**src/rtl/sonic_rc_update_ctrl.sv**
```systemverilog
// rtl/sonic_rc_update_ctrl.sv - RC-update sequencer: trigger collection, one pending request,
// and the START_TX/MWR_REQ/MWR_DV walk of the write engine over the PCIe transmit handshake.
module sonic_rc_update_ctrl #(
   parameter int unsigned START_TX        = 0,
   parameter int unsigned MWR_REQ         = 1,
   parameter int unsigned MWR_DV          = 2,
   parameter int unsigned IDLE            = 3,
   parameter int unsigned BYTE_THRESH     = 1024,
   parameter int unsigned COALESCE_CYCLES = 256,
   parameter int unsigned HOLDOFF_CYCLES  = 16
) (
   input  logic        clk_in,
   input  logic        reset,
   input  logic        init,
   input  logic        enable,
   input  logic        cmd_done,
   input  logic [23:0] byte_ready,
   input  logic        tx_sel,
   input  logic        tx_ready,
   input  logic        tx_ack,
   input  logic        tx_ws,
   input  logic        tx_dv,
   output logic [31:0] cstate,
   output logic [31:0] nstate,
   output logic        pending,
   output logic        irq_sent,
   output logic [31:0] irq_count
);

   typedef enum logic [1:0] {
      ST_START_TX = 2'd0,
      ST_MWR_REQ  = 2'd1,
      ST_MWR_DV   = 2'd2,
      ST_IDLE     = 2'd3
   } state_t;

   localparam logic [15:0] COAL_MAX  = COALESCE_CYCLES[15:0];
   localparam logic [7:0]  HOLD_INIT = HOLDOFF_CYCLES[7:0];

   // Internal encoding is fixed; the externally visible codes follow the parameters.
   function automatic logic [31:0] state_code(input state_t s);
      logic [31:0] code;
      case (s)
         ST_START_TX: code = START_TX;
         ST_MWR_REQ:  code = MWR_REQ;
         ST_MWR_DV:   code = MWR_DV;
         default:     code = IDLE;
      endcase
      return code;
   endfunction

   state_t      state_q, state_d;
   logic        pending_q, pending_d;
   logic        irq_sent_q, irq_sent_d;
   logic [31:0] irq_count_q, irq_count_d;
   logic [15:0] coal_q, coal_d;
   logic [7:0]  hold_q, hold_d;

   logic trigger;
   logic done;

   always_comb begin
      trigger     = cmd_done
                    || ({8'd0, byte_ready} >= BYTE_THRESH)
                    || (coal_q == COAL_MAX);
      done        = (state_q == ST_MWR_DV) && tx_dv && !tx_ws;

      state_d     = state_q;
      pending_d   = trigger || (pending_q && !done);
      irq_sent_d  = done;
      irq_count_d = irq_count_q + {31'd0, done};
      coal_d      = coal_q;
      hold_d      = hold_q;

      case (state_q)
         ST_IDLE: begin
            if (pending_q && enable && (hold_q == 8'd0)) begin
               state_d = ST_START_TX;
            end
         end
         ST_START_TX: begin
            if (!enable) begin
               state_d = ST_IDLE;
            end else if (tx_sel && tx_ready) begin
               state_d = ST_MWR_REQ;
            end
         end
         ST_MWR_REQ: begin
            if (tx_ack) begin
               state_d = ST_MWR_DV;
            end
         end
         ST_MWR_DV: begin
            if (done) begin
               state_d = ST_IDLE;
            end
         end
         default: state_d = ST_IDLE;
      endcase

      // Timer only runs while no update is owed, so it measures the wait of unserved bytes.
      if ((byte_ready == 24'd0) || irq_sent_q) begin
         coal_d = 16'd0;
      end else if (!pending_q && (coal_q < COAL_MAX)) begin
         coal_d = coal_q + 16'd1;
      end

      if (done) begin
         hold_d = HOLD_INIT;
      end else if ((state_q == ST_IDLE) && (hold_q != 8'd0)) begin
         hold_d = hold_q - 8'd1;
      end

      if (init) begin
         state_d     = ST_IDLE;
         pending_d   = 1'b0;
         irq_sent_d  = 1'b0;
         irq_count_d = 32'd0;
         coal_d      = 16'd0;
         hold_d      = 8'd0;
      end
   end

   always_ff @(posedge clk_in or posedge reset) begin
      if (reset) begin
         state_q     <= ST_IDLE;
         pending_q   <= 1'b0;
         irq_sent_q  <= 1'b0;
         irq_count_q <= 32'd0;
         coal_q      <= 16'd0;
         hold_q      <= 8'd0;
      end else begin
         state_q     <= state_d;
         pending_q   <= pending_d;
         irq_sent_q  <= irq_sent_d;
         irq_count_q <= irq_count_d;
         coal_q      <= coal_d;
         hold_q      <= hold_d;
      end
   end

   assign cstate    = state_code(state_q);
   assign nstate    = state_code(state_d);
   assign pending   = pending_q;
   assign irq_sent  = irq_sent_q;
   assign irq_count = irq_count_q;

endmodule

```
**config.mk**
```make
export PLATFORM = sky130hd
export DESIGN_NAME = sonic_rc_update_ctrl
export DESIGN_NICKNAME = d
export VERILOG_FILES = /design/src/rtl/sonic_rc_update_ctrl.sv
export SDC_FILE = /design/constraint.sdc
export NUM_CORES = 1
export LEC_CHECK = 0
export CAP_MARGIN = 10
export CORE_MARGIN = 10
export CORE_UTILIZATION = 30
export CTS_CLUSTER_SIZE = 20
export DETAILED_ROUTE_END_ITERATION = 16
export PLACE_DENSITY = 0.66
export RECOVER_POWER = 25
export REMOVE_ABC_BUFFERS = 1
export SLEW_MARGIN = 20
export SYNTH_ARGS = -nofsm -noshare
export SYNTH_HDL_FRONTEND = slang
export SYNTH_SLANG_ARGS = --single-unit
export TNS_END_PERCENT = 10
```
**constraint.sdc**
```tcl
create_clock -name clk_in -period 3.5 [get_ports clk_in]
set_clock_uncertainty 0.2 [all_clocks]
set_input_delay 1.05 -clock clk_in [delete_from_list [all_inputs] [get_ports clk_in]]
set_output_delay 1.05 -clock clk_in [all_outputs]
set_load 0.02 [all_outputs]
```
==> flow_metrics.env <==
export IMPL_dpl_worst_slack_ps=-409
export IMPL_cts_buffer_depth=2
export IMPL_grt_ovfl_total=0
export IMPL_vias=2953
export IMPL_fin_crit_ps=3440
export IMPL_dpl_cell_area_um2=4320
export IMPL_arrival_ps=2190
export IMPL_synth_most_common_cell="buf_4"
export IMPL_h_tree_depth=3
export IMPL_synth_edf_count=0
export IMPL_dieArea_um2=17000
export IMPL_yosysTopAreaCell="dfrtp_1"
export IMPL_slew_headroom_pct=31.6
export IMPL_areaGrowthSynthToFinish_pct=26.7
export IMPL_ir_drop_v=0.000272
export IMPL_antenna_found_initial=0
export IMPL_outcome="complete, no violations"
export IMPL_netlist_instances=380
export IMPL_worst_slew_pin_slew_ps=1030
export IMPL_whs_path_depth=1
export IMPL_postSynthAreaPerCell_um2=9.61
export IMPL_vias_per_cell=4.83
export IMPL_endpoint_kind="primary output"
export IMPL_critPathRequiredTime_ps=2250
export IMPL_fin_setup_tns_ps=0
export IMPL_setup_viol=0
export IMPL_clock_latency_ps=330
export IMPL_coreArea_um2=12000
export IMPL_seq_area_frac_synth_pct=41.2
export IMPL_initial_utilization_pct=30.5
export IMPL_hold_class="reg2reg"
export IMPL_cts_sinks=60
export IMPL_p_per_area_nw_per_um2=467
export IMPL_swShare_pct=30.5
export IMPL_rsz0062_at_grt="true"
export IMPL_power_share_sequential_pct=36.0
export IMPL_hold_buffers=0
export IMPL_drive_gt1_share_pct=10.8
export IMPL_grt_pass1_vias=2971
export IMPL_ant_nets=0
export IMPL_yosysTopAreaCellShare_pct=39.8
export IMPL_hpwl_um=6890
export IMPL_ys_ff_latch=60
export IMPL_critPathKind="in2out"
export IMPL_yosys_top_cells_count="buf_4, dfrtp_1, nor2_1"
export IMPL_drc_errors=0
export IMPL_place_congestion=0.742
export IMPL_portBuffers=71
export IMPL_async_flop_share_pct=100
export IMPL_synth_area_leaders="dfrtp_1, buf_4, nor2_1, xor2_1, or4_1"
export IMPL_cts_made_buffers=9
export IMPL_die_height_um=130
export IMPL_grt_usage_pct=10.1
export IMPL_p_comb_share_pct=22.6
export IMPL_drt_wl_total_um=9110
export IMPL_finalHoldViolCount=0
export IMPL_fmax_ghz=0.291
export IMPL_p_int_mw=1.50
export IMPL_period_share_pct=98.2
export IMPL_p_clk_share_pct=41.3
export IMPL_nNetsFinal=498
export IMPL_yosysWarnings=0
export IMPL_synth_ff_type="dfrtp_1"
export IMPL_setup_worst_path_start_class="input port"
export IMPL_ios=132
export IMPL_drv_cap=0
export IMPL_grt_max_degree=41
export IMPL_ys_types=54
export IMPL_rr_worst_depth=9
export IMPL_critPathMaxFanout=2
export IMPL_p_leak_nw=2.00
export IMPL_path_clk_slew_ps=50
export IMPL_diodes=0
export IMPL_cts_root_buf="clkbuf_16"
export IMPL_fin_ws_ps=63.1
export IMPL_fin_area_um2=4630
export IMPL_drt_pre_antenna_iters=4
export IMPL_grt_pass1_wl_um=13900
export IMPL_die_x_um=130
export IMPL_syn_cell_area_um2=3650
export IMPL_p_sw_mw=0.659
export IMPL_drv_slew=0
export IMPL_postCtsSetupBuffers=0
export IMPL_rows=40
export IMPL_drtIter0Drc=180
export IMPL_cts_tree="yes"
export IMPL_routedWlPerCell_um=14.9
==> flip-flops by register name (all words and copies together), names as in the netlist <==
signal and cells:
coal_q 16, hold_q 8, irq_count 32, irq_sent 1, pending 1, state_q 2
==> worst paths after layout <==
check | startpoint | to | slack (ps)
worst max-delay path | tx_sel | nstate[0] | 60
worst min-delay path | coal_q[14]$_DFFE_PP0P_ | coal_q[14]$_DFFE_PP0P_ | 310
worst max register to register | state_q[1]$_DFF_PP1_ | irq_count[30]$_DFF_PP0_ | 710
worst min register to register | coal_q[14]$_DFFE_PP0P_ | coal_q[14]$_DFFE_PP0P_ | 310
max in group asynchronous | reset | irq_count[11]$_DFF_PP0_ | 540
min in group asynchronous | reset | coal_q[0]$_DFFE_PP0P_ | 1140
==> power groups by stage <==
stage	logic, mW	registers [mW]	clock network, mW
5_1_grt	0.535	0.788	0.935
4_1_cts	0.483	0.778	0.908
2_1_floorplan	0.307	0.790	0
3_5_place_dp	0.480	0.790	0
3_3_place_gp	0.460	0.787	0
6_report	0.489	0.778	0.892
==> area by class of cell <==
type / count / area [um2]
sequential: 60 / 1500
clock buffer: 9 / 225
multi-input combinational: 294 / 1800
timing repair buffer: 84 / 796
fill: 1181 / 7330
clock inverter: 7 / 76.3
inverter: 10 / 37.5
tap: 147 / 184
==> timing repair <==
item,in CTS,in global routing
endpoints found under the setup margin,2,3
resized for setup,10,4
pin swaps,1,1
endpoints found under the hold margin,0,0
==> layer usage <==
metal / track usage, % / wire, um / part of all wire (%)
met1: 11.6 / 3840 / 42
met2: 16.7 / 4230 / 46
met3: 4.02 / 927 / 10
met4: 3.90 / 114 / 1.3
met5: 0 / 0 / 0
==> cell families after synthesis <==
kind of cell	synth area share, %
and+or+nand+nor	25.2
buffers and inverters	15.9
DFF	41.2
AOI/OAI and AO/OA	9.97
xor gates and xnor gates	5.04
adders and majority gates	1.71
muxes	0.891
other	0.103
==> stage by stage <==
stage | cells | power, mW | utilization [%] | hold slack, ps
floorplan | 364 | 1.10 | - | 268
global placement | 595 | 1.25 | 36.1 | 287
detailed placement | 595 | 1.27 | 36.1 | 300
CTS | 611 | 2.17 | 38.6 | 313
global route | 611 | 2.26 | 38.7 | 349
finish | 611 | 2.16 | 38.7 | 312
==> critical path, cell delays in order <==
cell             delay [ps]
clkdlybuf4s50_1         490
nand2_1                  60
nand2_1                  50
o21ai_0                  70
o211ai_1                250
buf_4                   200
==> placed cells by master (no fill, tap or decap), types with 3 or more instances in the layout <==
cell type and n:
and2_1 9, xor2_1 13, o21ai_0 7, nor2b_1 5
nand4b_1 3, or4_1 15, nor3_1 5, clkdlybuf4s50_1 67
or3_1 5, and4_1 7, a21bo_2 3, a31oi_1 3
clkbuf_16 9, dfrtp_1 58, ha_1 5, nand3_1 12
nand2_1 16, xnor2_1 8, nor2_1 32, nand3b_1 4
inv_1 10, nand4_1 10, o31ai_1 11, buf_4 12
a21oi_1 22, nor4_1 8, conb_1 60
No activity file was read; power rests on OpenSTA's default activity.
